File: src/rtl/uart_rx.sv
// 8N1 UART receiver: 2-flop synchronized input, mid-bit sampling FSM and a
// one-entry output holding register with valid/ready hand-off.
module uart_rx #(
    parameter int CLKS_PER_BIT = 100
) (
    input  logic       clk,
    input  logic       rst_n,
    input  logic       rx_i,
    output logic [7:0] data_o,
    output logic       valid_o,
    input  logic       ready_i,
    output logic       frame_err_o,
    output logic       overrun_o,
    output logic       busy_o,
    output logic [2:0] state_o
);
    // Handshake: a byte moves out on every rising clk edge where valid_o and
    // ready_i are both high; data_o is held stable while valid_o is high.
    localparam int CW = (CLKS_PER_BIT > 1) ? $clog2(CLKS_PER_BIT) : 1;
    localparam logic [CW-1:0] HALF_M1 = CW'(CLKS_PER_BIT / 2 - 1);
    localparam logic [CW-1:0] FULL_M1 = CW'(CLKS_PER_BIT - 1);

    typedef enum logic [2:0] {
        S_IDLE    = 3'd0,
        S_START   = 3'd1,
        S_DATA    = 3'd2,
        S_STOP    = 3'd3,
        S_WAIT_HI = 3'd4
    } state_e;

    state_e          state_q, state_d;
    logic            meta_q, meta_d;
    logic            rx_s_q, rx_s_d;
    logic [1:0]      settle_q, settle_d;
    logic            armed_q, armed_d;
    logic [CW-1:0]   cnt_q, cnt_d;
    logic [2:0]      idx_q, idx_d;
    logic [7:0]      shift_q, shift_d;
    logic [7:0]      data_q, data_d;
    logic            valid_q, valid_d;
    logic            frame_err_q, frame_err_d;
    logic            overrun_q, overrun_d;
    logic            busy_q, busy_d;
    logic            consume;

    assign consume = valid_q & ready_i;

    always_comb begin
        state_d     = state_q;
        meta_d      = rx_i;
        rx_s_d      = meta_q;
        settle_d    = {settle_q[0], 1'b1};
        // The line must be seen high (after the synchronizer has refilled
        // post-reset) before a falling edge may start a frame.
        armed_d     = armed_q | (settle_q[1] & rx_s_q);
        cnt_d       = cnt_q;
        idx_d       = idx_q;
        shift_d     = shift_q;
        data_d      = data_q;
        valid_d     = valid_q & ~consume;
        frame_err_d = 1'b0;
        overrun_d   = 1'b0;

        case (state_q)
            S_IDLE: begin
                cnt_d = '0;
                if (armed_q && !rx_s_q) begin
                    state_d = S_START;
                end
            end
            S_START: begin
                if (cnt_q == HALF_M1) begin
                    cnt_d = '0;
                    idx_d = 3'd0;
                    state_d = rx_s_q ? S_IDLE : S_DATA;
                end else begin
                    cnt_d = cnt_q + 1'b1;
                end
            end
            S_DATA: begin
                if (cnt_q == FULL_M1) begin
                    cnt_d          = '0;
                    shift_d[idx_q] = rx_s_q;
                    if (idx_q == 3'd7) begin
                        state_d = S_STOP;
                    end else begin
                        idx_d = idx_q + 3'd1;
                    end
                end else begin
                    cnt_d = cnt_q + 1'b1;
                end
            end
            S_STOP: begin
                if (cnt_q == FULL_M1) begin
                    cnt_d = '0;
                    if (rx_s_q) begin
                        state_d = S_IDLE;
                        if (!valid_q || consume) begin
                            data_d  = shift_q;
                            valid_d = 1'b1;
                        end else begin
                            overrun_d = 1'b1;
                        end
                    end else begin
                        frame_err_d = 1'b1;
                        state_d     = S_WAIT_HI;
                    end
                end else begin
                    cnt_d = cnt_q + 1'b1;
                end
            end
            S_WAIT_HI: begin
                if (rx_s_q) begin
                    state_d = S_IDLE;
                end
            end
            default: state_d = S_IDLE;
        endcase

        busy_d = (state_d != S_IDLE);
    end

    always_ff @(posedge clk or negedge rst_n) begin
        if (!rst_n) begin
            state_q     <= S_IDLE;
            meta_q      <= 1'b1;
            rx_s_q      <= 1'b1;
            settle_q    <= 2'b00;
            armed_q     <= 1'b0;
            cnt_q       <= '0;
            idx_q       <= 3'd0;
            shift_q     <= 8'h00;
            data_q      <= 8'h00;
            valid_q     <= 1'b0;
            frame_err_q <= 1'b0;
            overrun_q   <= 1'b0;
            busy_q      <= 1'b0;
        end else begin
            state_q     <= state_d;
            meta_q      <= meta_d;
            rx_s_q      <= rx_s_d;
            settle_q    <= settle_d;
            armed_q     <= armed_d;
            cnt_q       <= cnt_d;
            idx_q       <= idx_d;
            shift_q     <= shift_d;
            data_q      <= data_d;
            valid_q     <= valid_d;
            frame_err_q <= frame_err_d;
            overrun_q   <= overrun_d;
            busy_q      <= busy_d;
        end
    end

    assign data_o      = data_q;
    assign valid_o     = valid_q;
    assign frame_err_o = frame_err_q;
    assign overrun_o   = overrun_q;
    assign busy_o      = busy_q;
    assign state_o     = state_q;

endmodule

File: config.mk
export PLATFORM = sky130hd
export DESIGN_NAME = uart_rx
export DESIGN_NICKNAME = d
export VERILOG_FILES = /design/src/rtl/uart_rx.sv
export SDC_FILE = /design/constraint.sdc
export NUM_CORES = 1
export LEC_CHECK = 0
export ABC_AREA = 1
export CAP_MARGIN = 25
export CORE_UTILIZATION = 30
export DETAILED_ROUTE_END_ITERATION = 6
export SLEW_MARGIN = 20
export SYNTH_ARGS = -nofsm -noshare
export SYNTH_HDL_FRONTEND = slang
export SYNTH_SLANG_ARGS = --single-unit
export TNS_END_PERCENT = 100
File: constraint.sdc
create_clock -name clk -period 4.1 [get_ports clk]
set_input_delay 0.41 -clock clk [delete_from_list [all_inputs] [get_ports clk]]
set_output_delay 0.41 -clock clk [all_outputs]
set_load 0.02 [all_outputs]
==> reports/results.tsv <==
metric	value	unit
drtPass1Iterations	4	
hold_viol_final	0	
fill_cells	623	
setup-tns-final	0	ns
p_int	0.626	mW
clkLatencyLatePin	0.29	ns
area_growth_syn_to_layout	15.4	%
period_share	48.5	%
start_util	32.0	%
switching_power	0.307	mW
cp_slowest_stage_delay	0.69	ns
cts_tree	built	
ys_warn_count	0	
wire_per_inst	10.6	um
vias_per_cell	4.45	
gr-total-overflow	0	
fp.dieW	82.4	um
die_area	6780	sq um
max_freq	0.503	GHz
power_frac_comb	21.7	%
grt_max_degree	39	
ir_drop	0.000292	V
clk_pin_slew	0.08	ns
grt_pass1_wl	5770	um
status	complete, no violations	
instances_no_fill	315	
ctsHoldBuffers	0	
relSlewSlack	42.7	%
syn-instance-count	221	
dp_slack	2.42	ns
power_frac_seq	50.3	%
fin_skew	0.0101	ns
core.rowCount	28	
dp.cells	307	
gp_congestion	0.767	
worstPathRequired	3.69	ns
power.density	417	nW/um^2
clockBufferDepth	2	
fin_crit	1.99	ns
die_h	82.4	um
core_area	6060	sq um
drt-total-wl	3340	um
syn_area	1940	sq um
cts_resized	0	
whs	0.234	ns
antenna_cells	0	
min_path_type	primary input to asynchronous set/reset pin	
final_common_cell	nand2_1	
synth.avg_cell_area	8.76	sq um
ys_ff_latch	38	
yosysSeqAreaShare	49.2	%
vias	1401	
crit_fanout	9	
slew_violations	0	
tightest_slew	0.859	ns
final_net_count	247	
arrival	1.58	ns
postCtsSetupBuffers	0	
critPathCaptureType	output port	
clkSinkCount	38	
rsz0062_at_grt	false	
post-dp-hpwl	2390	um
p_leak	1.07	nW
cts_htree_levels	2	
drv_cap	0	
numCtsBuffers	5	
antenna_found_initial	0	
synth_cell_type_count	28	
switching_share	32.9	%
setup_viol	0	
grt_pass1_vias	1302	
pin_count	19	
drive_above_1_share	15.8	%
ctsRootBufferMaster	clkbuf_8	
cp_slowest_cell	clkdlybuf4s50_1	
crit_type	register to output port	
grt_usage	11.5	%
synthesis.nets	229	
port_buffers	18	
setup_ws	2.11	ns
mostFrequentLayoutCells	nand2_1 (59), dfrtp_1 (36), inv_1 (24), nand3_1 (19), nor2_1 (18)	
clockPowerShare	28.1	%
ant_nets	0	
drc	0	
start_kind	register	
cp_num_buf_inv	1	
drtIter0Drc	87	
crit_chain	clkdlybuf4s50_1	
path_delay_family	buffers and inverters	
path summary, 6_finish.rpt:
kind                             start     endpoint  slack [ns]  cells past startpoint
setup / recovery            state_o[2]   state_o[2]        2.11                      1
min in group clk           settle_q[0]  settle_q[1]        0.35                      0
setup reg to reg            state_o[2]     cnt_q[2]        2.57                      7
max in group asynchronous        rst_n    data_o[3]        3.32                      1
hold reg to reg            settle_q[0]  settle_q[1]        0.35                      0
hold / removal                   rst_n   state_o[2]        0.23                      1
flip-flops by register name (all words and copies together), names as in the netlist, 2 cells and up:
signal,flops
state_o,3
idx_q,3
settle_q,2
cnt_q,7
data_o,8
shift_q,8
worst register-to-register path: stages, from the launching register on:
cell	delay, ns
dfrtp_1	0.60
inv_2	0.14
nand3_1	0.12
clkinv_1	0.08
nand2_1	0.08
nand2_1	0.12
nor2_2	0.21
nor2_1	0.07
power by group through the flow:
| stage | clock network (mW) | logic [mW] | registers, mW |
|---|---|---|---|
| after floorplan | 0 | 0.172 | 0.459 |
| after global placement | 0 | 0.201 | 0.475 |
| after detailed placement | 0 | 0.205 | 0.476 |
| after CTS | 0.275 | 0.206 | 0.469 |
| after global routing | 0.283 | 0.230 | 0.478 |
| final | 0.262 | 0.202 | 0.469 |
cell type report:
| class | instances | area [sq um] | area share, % |
|---|---|---|---|
| clock buffers | 7 | 86.3 | 3.86 |
| clock inverters | 1 | 5.00 | 0.224 |
| inverters | 32 | 120 | 5.37 |
| multi-input cells | 144 | 802 | 35.9 |
| flip-flops and latches | 38 | 953 | 42.6 |
| well taps | 75 | 93.8 | 4.20 |
| repair buffers | 18 | 175 | 7.83 |
cell families (layout without fill, tap and decap cells):
logic type                 count (synthesis)  in the layout  share of synthesized area (%)
xor gates and xnor gates                   3              3                           1.36
buffers and inverters                     39             58                           9.37
adders and majority gates                  4              4                           2.58
DFF                                       38             38                           49.2
AOI/OAI and AO/OA                         12             12                           4.78
other                                      1              1                          0.194
and+or+nand+nor                          124            124                           32.5
synthesized netlist by cell type:
master | count | area (sq um)
dfrtp_1 | 36 | 901
nand4_1 | 12 | 75.1
ha_1 | 4 | 50.1
clkinv_1 | 2 | 7.51
buf_2 | 1 | 5.00
nand3b_1 | 1 | 7.51
nor2_8 | 2 | 40.0
buf_6 | 4 | 45.0
xor2_1 | 3 | 26.3
inv_2 | 6 | 22.5
conb_1 | 1 | 3.75
o21ai_0 | 1 | 5.00
nand2_1 | 59 | 221
nand3_1 | 19 | 95.1
nor2_2 | 1 | 6.26
a21o_1 | 1 | 7.51
nand2_2 | 5 | 31.3
inv_1 | 24 | 90.1
nor3_1 | 1 | 5.00
o21ai_1 | 1 | 5.00
nand3_4 | 2 | 35.0
a21oi_1 | 1 | 5.00
buf_4 | 1 | 7.51
nor2_4 | 4 | 45.0
o21ai_2 | 8 | 70.1
dfstp_2 | 2 | 52.6
clkbuf_1 | 1 | 3.75
nor2_1 | 18 | 67.6
stage by stage:
step | utilization, % | power, mW | instance area, sq um
3_5_place_dp | 35.4 | 0.681 | 2140
3_3_place_gp | 35.4 | 0.676 | 2140
5_1_grt | 36.9 | 0.991 | 2240
6_report | 36.9 | 0.933 | 2240
2_1_floorplan | - | 0.631 | 1940
4_1_cts | 36.9 | 0.950 | 2240
routing by layer:
metal | part of all wire, % | vias up | GRT usage (%)
met5 | 0 | - | 0
met4 | 1.9 | 0 | 5.26
met3 | 3.8 | 5 | 3.63
met2 | 47 | 22 | 18.0
met1 | 48 | 647 | 14.4
li1 | - | 727 | -
No activity file was read; power rests on OpenSTA's default activity.
